**config.mk**
```make
export PLATFORM = sky130hd
export DESIGN_NAME = acqbuf_ctrl
export DESIGN_NICKNAME = d
export VERILOG_FILES = /design/src/rtl/acqbuf_pkg.sv /design/src/rtl/acqbuf_decim.sv /design/src/rtl/acqbuf_ctrl.sv
export SDC_FILE = /design/constraint.sdc
export NUM_CORES = 1
export LEC_CHECK = 0
export BUFFER_PORTS_ARGS = -buffer_cell sky130_fd_sc_hd__clkbuf_2
export CORE_MARGIN = 10
export CORE_UTILIZATION = 30
export CTS_CLUSTER_DIAMETER = 50
export DETAILED_ROUTE_END_ITERATION = 8
export GPL_ROUTABILITY_DRIVEN = 0
export HOLD_SLACK_MARGIN = 0.02
export MAX_ROUTING_LAYER = met4
export PLACE_DENSITY = 0.62
export SYNTH_ARGS = -nofsm -noshare
export SYNTH_HDL_FRONTEND = slang
export SYNTH_SLANG_ARGS = --single-unit
```
**constraint.sdc**
```tcl
create_clock -name clk -period 10.3 [get_ports clk]
set_clock_uncertainty 0.05 [all_clocks]
set_input_delay 2.06 -clock clk [delete_from_list [all_inputs] [get_ports clk]]
set_output_delay 2.06 -clock clk [all_outputs]
set_load 0.05 [all_outputs]
```
**src/rtl/acqbuf_pkg.sv**
```systemverilog
// Shared types and constants for the acquisition-buffer capture sequencer.
package acqbuf_pkg;

  typedef enum logic [2:0] {
    IDLE,
    ARMED,
    DELAY,
    CAPTURE,
    DONE
  } acqbuf_state_t;

  localparam logic TRIG_IMMEDIATE = 1'b0;
  localparam logic TRIG_EXTERNAL  = 1'b1;

endpackage

```
**src/rtl/acqbuf_decim.sv**
```systemverilog
// Reloadable decimation down-counter: fire is high on a valid sample when the count is zero.
module acqbuf_decim #(
  parameter int WIDTH = 8
) (
  input  logic             clk,
  input  logic             reset,
  input  logic             clear,
  input  logic             sample_valid,
  input  logic [WIDTH-1:0] factor,
  output logic             fire
);

  localparam logic [WIDTH-1:0] ONE = WIDTH'(1);

  logic [WIDTH-1:0] count;

  assign fire = sample_valid && (count == '0);

  // A cleared counter fires on the very first valid sample after arming.
  always_ff @(posedge clk or posedge reset) begin
    if (reset) begin
      count <= '0;
    end else if (clear) begin
      count <= '0;
    end else if (sample_valid) begin
      count <= (count == '0) ? factor : count - ONE;
    end
  end

endmodule

```
**src/rtl/acqbuf_ctrl.sv**
```systemverilog
// ADC acquisition-buffer capture sequencer: arm, trigger, post-trigger delay, decimated BRAM writes.
// Optional ACQBUF_CTRL_TIMESTAMP_EN adds a free-running cycle counter and the trig_time output.
module acqbuf_ctrl
  import acqbuf_pkg::*;
#(
  parameter int DATAWIDTH  = 64,
  parameter int ADDRWIDTH  = 12,
  parameter int DECWIDTH   = 8,
  parameter int DELAYWIDTH = 16
) (
  input  logic                  clk,
  input  logic                  reset,
  input  logic                  start,
  input  logic                  abort,
  input  logic                  trig_mode,
  input  logic                  trigger,
  input  logic [ADDRWIDTH-1:0]  nsamples,
  input  logic [DECWIDTH-1:0]   decimation,
  input  logic [DELAYWIDTH-1:0] delay,
  input  logic [DATAWIDTH-1:0]  adc_data,
  input  logic                  adc_valid,
  output logic [ADDRWIDTH-1:0]  bram_addr,
  output logic [DATAWIDTH-1:0]  bram_data,
  output logic                  bram_we,
  output logic                  busy,
  output logic                  done,
  output logic [ADDRWIDTH:0]    wr_count
`ifdef ACQBUF_CTRL_TIMESTAMP_EN
  ,
  output logic [31:0]           trig_time
`endif
);

  localparam logic [ADDRWIDTH:0]    FULL_DEPTH = {1'b1, {ADDRWIDTH{1'b0}}};
  localparam logic [ADDRWIDTH:0]    CNT_ONE    = (ADDRWIDTH + 1)'(1);
  localparam logic [ADDRWIDTH-1:0]  PTR_ONE    = ADDRWIDTH'(1);
  localparam logic [DELAYWIDTH-1:0] DLY_ONE    = DELAYWIDTH'(1);

  acqbuf_state_t         state;
  logic                  cfg_mode;
  logic [ADDRWIDTH:0]    cfg_target;
  logic [DECWIDTH-1:0]   cfg_dec;
  logic [DELAYWIDTH-1:0] cfg_delay;
  logic [DELAYWIDTH-1:0] delay_cnt;
  logic [ADDRWIDTH-1:0]  wr_ptr;
  logic                  trig_prev;
  logic                  arm_accept;
  logic                  trig_rise;
  logic                  trig_fire;
  logic                  sample_valid;
  logic                  fire;
  logic [ADDRWIDTH:0]    next_count;

  assign arm_accept   = start && !abort && (state == IDLE || state == DONE);
  assign trig_rise    = trigger && !trig_prev;
  assign trig_fire    = !abort && (state == ARMED) &&
                        (cfg_mode == TRIG_IMMEDIATE || trig_rise);
  assign sample_valid = adc_valid && (state == CAPTURE);
  assign next_count   = wr_count + CNT_ONE;

  acqbuf_decim #(
    .WIDTH(DECWIDTH)
  ) u_decim (
    .clk          (clk),
    .reset        (reset),
    .clear        (arm_accept),
    .sample_valid (sample_valid),
    .factor       (cfg_dec),
    .fire         (fire)
  );

  // Abort takes priority over every transition and squashes a write that would issue this cycle.
  always_ff @(posedge clk or posedge reset) begin
    if (reset) begin
      state      <= IDLE;
      cfg_mode   <= TRIG_IMMEDIATE;
      cfg_target <= '0;
      cfg_dec    <= '0;
      cfg_delay  <= '0;
      delay_cnt  <= '0;
      wr_ptr     <= '0;
      trig_prev  <= 1'b0;
      wr_count   <= '0;
      bram_addr  <= '0;
      bram_data  <= '0;
      bram_we    <= 1'b0;
      busy       <= 1'b0;
      done       <= 1'b0;
    end else begin
      trig_prev <= trigger;
      bram_we   <= 1'b0;
      if (abort) begin
        state <= IDLE;
        busy  <= 1'b0;
        done  <= 1'b0;
      end else begin
        case (state)
          IDLE, DONE: begin
            if (start) begin
              state      <= ARMED;
              busy       <= 1'b1;
              done       <= 1'b0;
              cfg_mode   <= trig_mode;
              cfg_target <= (nsamples == '0) ? FULL_DEPTH : {1'b0, nsamples};
              cfg_dec    <= decimation;
              cfg_delay  <= delay;
              delay_cnt  <= '0;
              wr_ptr     <= '0;
              wr_count   <= '0;
            end
          end
          ARMED: begin
            if (trig_fire) state <= DELAY;
          end
          DELAY: begin
            if (delay_cnt == cfg_delay) state <= CAPTURE;
            else delay_cnt <= delay_cnt + DLY_ONE;
          end
          CAPTURE: begin
            if (fire) begin
              bram_we   <= 1'b1;
              bram_addr <= wr_ptr;
              bram_data <= adc_data;
              wr_ptr    <= wr_ptr + PTR_ONE;
              wr_count  <= next_count;
              // The final write and the move to DONE land on the same edge.
              if (next_count == cfg_target) begin
                state <= DONE;
                busy  <= 1'b0;
                done  <= 1'b1;
              end
            end
          end
          default: begin
            state <= IDLE;
            busy  <= 1'b0;
            done  <= 1'b0;
          end
        endcase
      end
    end
  end

`ifdef ACQBUF_CTRL_TIMESTAMP_EN
  logic [31:0] cycle_cnt;

  // trig_time captures the counter value on the ARMED-to-DELAY edge.
  always_ff @(posedge clk or posedge reset) begin
    if (reset) begin
      cycle_cnt <= '0;
      trig_time <= '0;
    end else begin
      cycle_cnt <= cycle_cnt + 32'd1;
      if (trig_fire) trig_time <= cycle_cnt;
    end
  end
`endif

endmodule

```
==> results.sh <==
export IMPL_ys_types=59
export IMPL_relSlewSlack_pct=11.7
export IMPL_whs_endpoint="bram_data[57]"
export IMPL_grt_usage_pct=13.0
export IMPL_dieArea_um2=33200
export IMPL_cts_path_max_buffers=2
export IMPL_via_count=6519
export IMPL_path_clk_slew_ps=80
export IMPL_cts_resized=0
export IMPL_critPathMaxStageDelay_ps=1090
export IMPL_timing_fmax_mhz=242
export IMPL_cp_end_kind="flip-flop"
export IMPL_synth_area_leaders="dfrtp_1 (54%), nand2_1 (18%), xnor2_1 (4.0%)"
export IMPL_p_clk_share_pct=31.5
export IMPL_path_cells="clkbuf_2 > a2111oi_4 > nand2_1 > a211oi_1 > a21oi_1 > a31o_2"
export IMPL_port_buffers=198
export IMPL_final_cells=1417
export IMPL_dp_hpwl_mm=14.6
export IMPL_placed_area_um2=9150
export IMPL_fin_ws_ps=6170
export IMPL_ff2ff_setup_slack_ps=7350
export IMPL_reg2reg_from="state[1]"
export IMPL_synth_common_cells="nand2_1 (384), dfrtp_1 (170), nor2_1 (44), o21ai_0 (41), xnor2_1 (36)"
export IMPL_yosys_area_top_type="dfrtp_1"
export IMPL_totalWireLength_mm=21.0
export IMPL_synth_edf_count=0
export IMPL_swShare_pct=39.5
export IMPL_grt_max_degree=113
export IMPL_ctsHoldBuffers=0
export IMPL_powerDensity_nw_per_um2=212
export IMPL_leakagePower_nw=5.10
export IMPL_min_period_ps=4130
export IMPL_switchingPower_w=0.000817
export IMPL_reg2reg_depth=6
export IMPL_seqPwrFrac_pct=41.0
export IMPL_wl_per_cell_um=14.8
export IMPL_place_ws_ps=5790
export IMPL_cp_arrival_ps=4400
export IMPL_clock_sinks=170
export IMPL_setup_viol_count_final=0
export IMPL_maxCapViolations=0
export IMPL_start_util_pct=30.4
export IMPL_yosysTopAreaCellShare_pct=53.9
export IMPL_drive_above_1_share_pct=23.9
export IMPL_first_global_vias=6496
export IMPL_ioPinCount=199
export IMPL_die_w_um=182
export IMPL_fp_dieH_um=182
export IMPL_synth_net_count=1003
export IMPL_clk_latency_ps=430
export IMPL_gr_total_overflow=0
export IMPL_hold_class="flip-flop to flip-flop"
export IMPL_placed_cells=1385
export IMPL_start_kind="input port"
export IMPL_hold_viol_final=0
export IMPL_cellInternalPower_w=0.00125
export IMPL_cp_top_family="compound AO/OA/AOI/OAI gates"
export IMPL_finalSetupTns_ps=0
export IMPL_r2r_end="delay_cnt[12]"
export IMPL_avgSynthCellArea_um2=8.85
export IMPL_min_delay_start="bram_data[57]"
export IMPL_path_class="input port to flip-flop"
export IMPL_outcome="completed"
export IMPL_timing_worst_slew_pin_value_ps=1320
export IMPL_drc=0
export IMPL_nets=1181
export IMPL_rows=59
export IMPL_final_antenna_net_count=0
export IMPL_synthCells=891
export IMPL_synth_area_um2=7890
export IMPL_pwr_share_comb_pct=27.4
export IMPL_fin_area_um2=9750
export IMPL_initialDrtViolationCount=371
export IMPL_cts_tree="yes"
export IMPL_rsz0062_at_grt="false"
export IMPL_slew_violations=0
export IMPL_post_route_period_util_pct=40.1
export IMPL_synth_seq_cells=170
export IMPL_antenna_found_initial=0
export IMPL_dr_pass1_iters=4
export IMPL_htree_levels=4
export IMPL_ys_seq_area_share_pct=53.9
export IMPL_n_antenna_cell=0
export IMPL_ys_flop_type="dfrtp_1"
export IMPL_holdPathStages=2
export IMPL_ys_async_sr_fraction_pct=100
export IMPL_cp_slowest_cell="a211oi_1"
export IMPL_postCtsSetupRepairBufs=0
export IMPL_crit_buf_inv=1
export IMPL_ir_drop_mv=0.116
export IMPL_ys_warn_count=0
export IMPL_grt_pass1_wl_mm=34.7
export IMPL_core_area_um2=26000
export IMPL_nFillCells=2683
export IMPL_vias_per_cell=4.60
export IMPL_synth_most_common_cell="nand2_1"
export IMPL_crit_fanout=16
export IMPL_clock_root_buffer="clkbuf_16"
export IMPL_worstPathRequired_ps=10570
export IMPL_cts_made_buffers=17
export IMPL_syn2layout_area_growth_pct=23.6
==> tightest hold or removal path: stages, from the launching register on <==
cell     delay, ps
dfrtp_1        340
nand2_1         50
nand2_1         50
==> logic make-up (layout without fill, tap and decap cells) <==
| logic type | after synthesis | in the layout | share of synthesized area [%] |
|---|---|---|---|
| multiplexers | 2 | 2 | 0.254 |
| AND/OR/NAND/NOR | 502 | 502 | 27.3 |
| flip-flops | 170 | 170 | 53.9 |
| buffers and inverters | 54 | 245 | 3.06 |
| XOR/XNOR | 50 | 50 | 5.55 |
| AO/OA/AOI/OAI | 108 | 108 | 9.10 |
| adder cells (fa/ha/maj) | 5 | 5 | 0.793 |
==> final cells by class <==
type                            instances  area (um^2)  share of cell area (%)
Clock inverter                         15          179                    1.83
Tap cell                              335          419                    4.30
Multi-Input combinational cell        667         3410                    35.0
Clock buffer                           17          425                    4.36
Inverter                               12         50.0                   0.513
Timing Repair Buffer                  201         1010                    10.4
Sequential cell                       170         4250                    43.6
==> stage by stage <==
step / hold slack [ps] / util (%) / total power, W
finish: 415 / 37.5 / 0.00207
global route: 443 / 37.5 / 0.00219
CTS: 422 / 37.5 / 0.00210
detailed placement: 405 / 35.2 / 0.00144
global placement: 398 / 35.2 / 0.00143
floorplan: 391 / - / 0.00128
==> registers in the layout (all words and copies together) (netlist names), 3 cells and up <==
| signal | flops |
|---|---|
| cfg_dec | 8 |
| u_decim.count | 8 |
| state | 3 |
| cfg_target | 13 |
| cfg_delay | 16 |
| bram_data | 64 |
| bram_addr | 12 |
| wr_count | 13 |
| delay_cnt | 16 |
| wr_ptr | 12 |
==> placed cells by master (no fill, tap or decap), types with 4 or more instances in the layout <==
master and n:
inv_6 5, nor3_1 5, ha_1 5, a211oi_1 6, inv_1 11, nand3_1 13, nand2_1 384, nand4_1 14
nor4_1 5, nor2_1 42, a21oi_1 22, o31ai_1 4, clkbuf_16 17, a31o_2 7, clkbuf_2 198, dfrtp_1 170
a31oi_1 4, o21ai_0 41, xor2_1 14, and3_1 8, clkinv_8 5, inv_8 4, xnor2_1 36
==> power by group through the flow <==
stage / clock (W) / combinational, W / sequential [W]
after CTS: 0.000673 / 0.000578 / 0.000851
final: 0.000652 / 0.000568 / 0.000849
after detailed placement: 0 / 0.000577 / 0.000864
after floorplan: 0 / 0.000197 / 0.00109
after global placement: 0 / 0.000572 / 0.000859
after global routing: 0.000703 / 0.000625 / 0.000865
==> layer usage <==
metal | track usage, % | share of wire [%] | routed length (um)
met4 | 3.45 | 1.0 | 216
met3 | 2.89 | 4.4 | 928
met2 | 20.6 | 47 | 9950
met5 | - | 0 | 0
met1 | 16.4 | 47 | 9880
==> worst max-delay path by stage <==
stage                      from            end  cells past startpoint
after CTS                 abort   delay_cnt[6]                      6
final                     abort  delay_cnt[12]                      6
after floorplan           reset   bram_addr[0]                      1
after global placement    abort   delay_cnt[6]                      6
after detailed placement  abort   delay_cnt[6]                      6
after global routing      abort   delay_cnt[6]                      6
(Power assumes the default switching activity.)
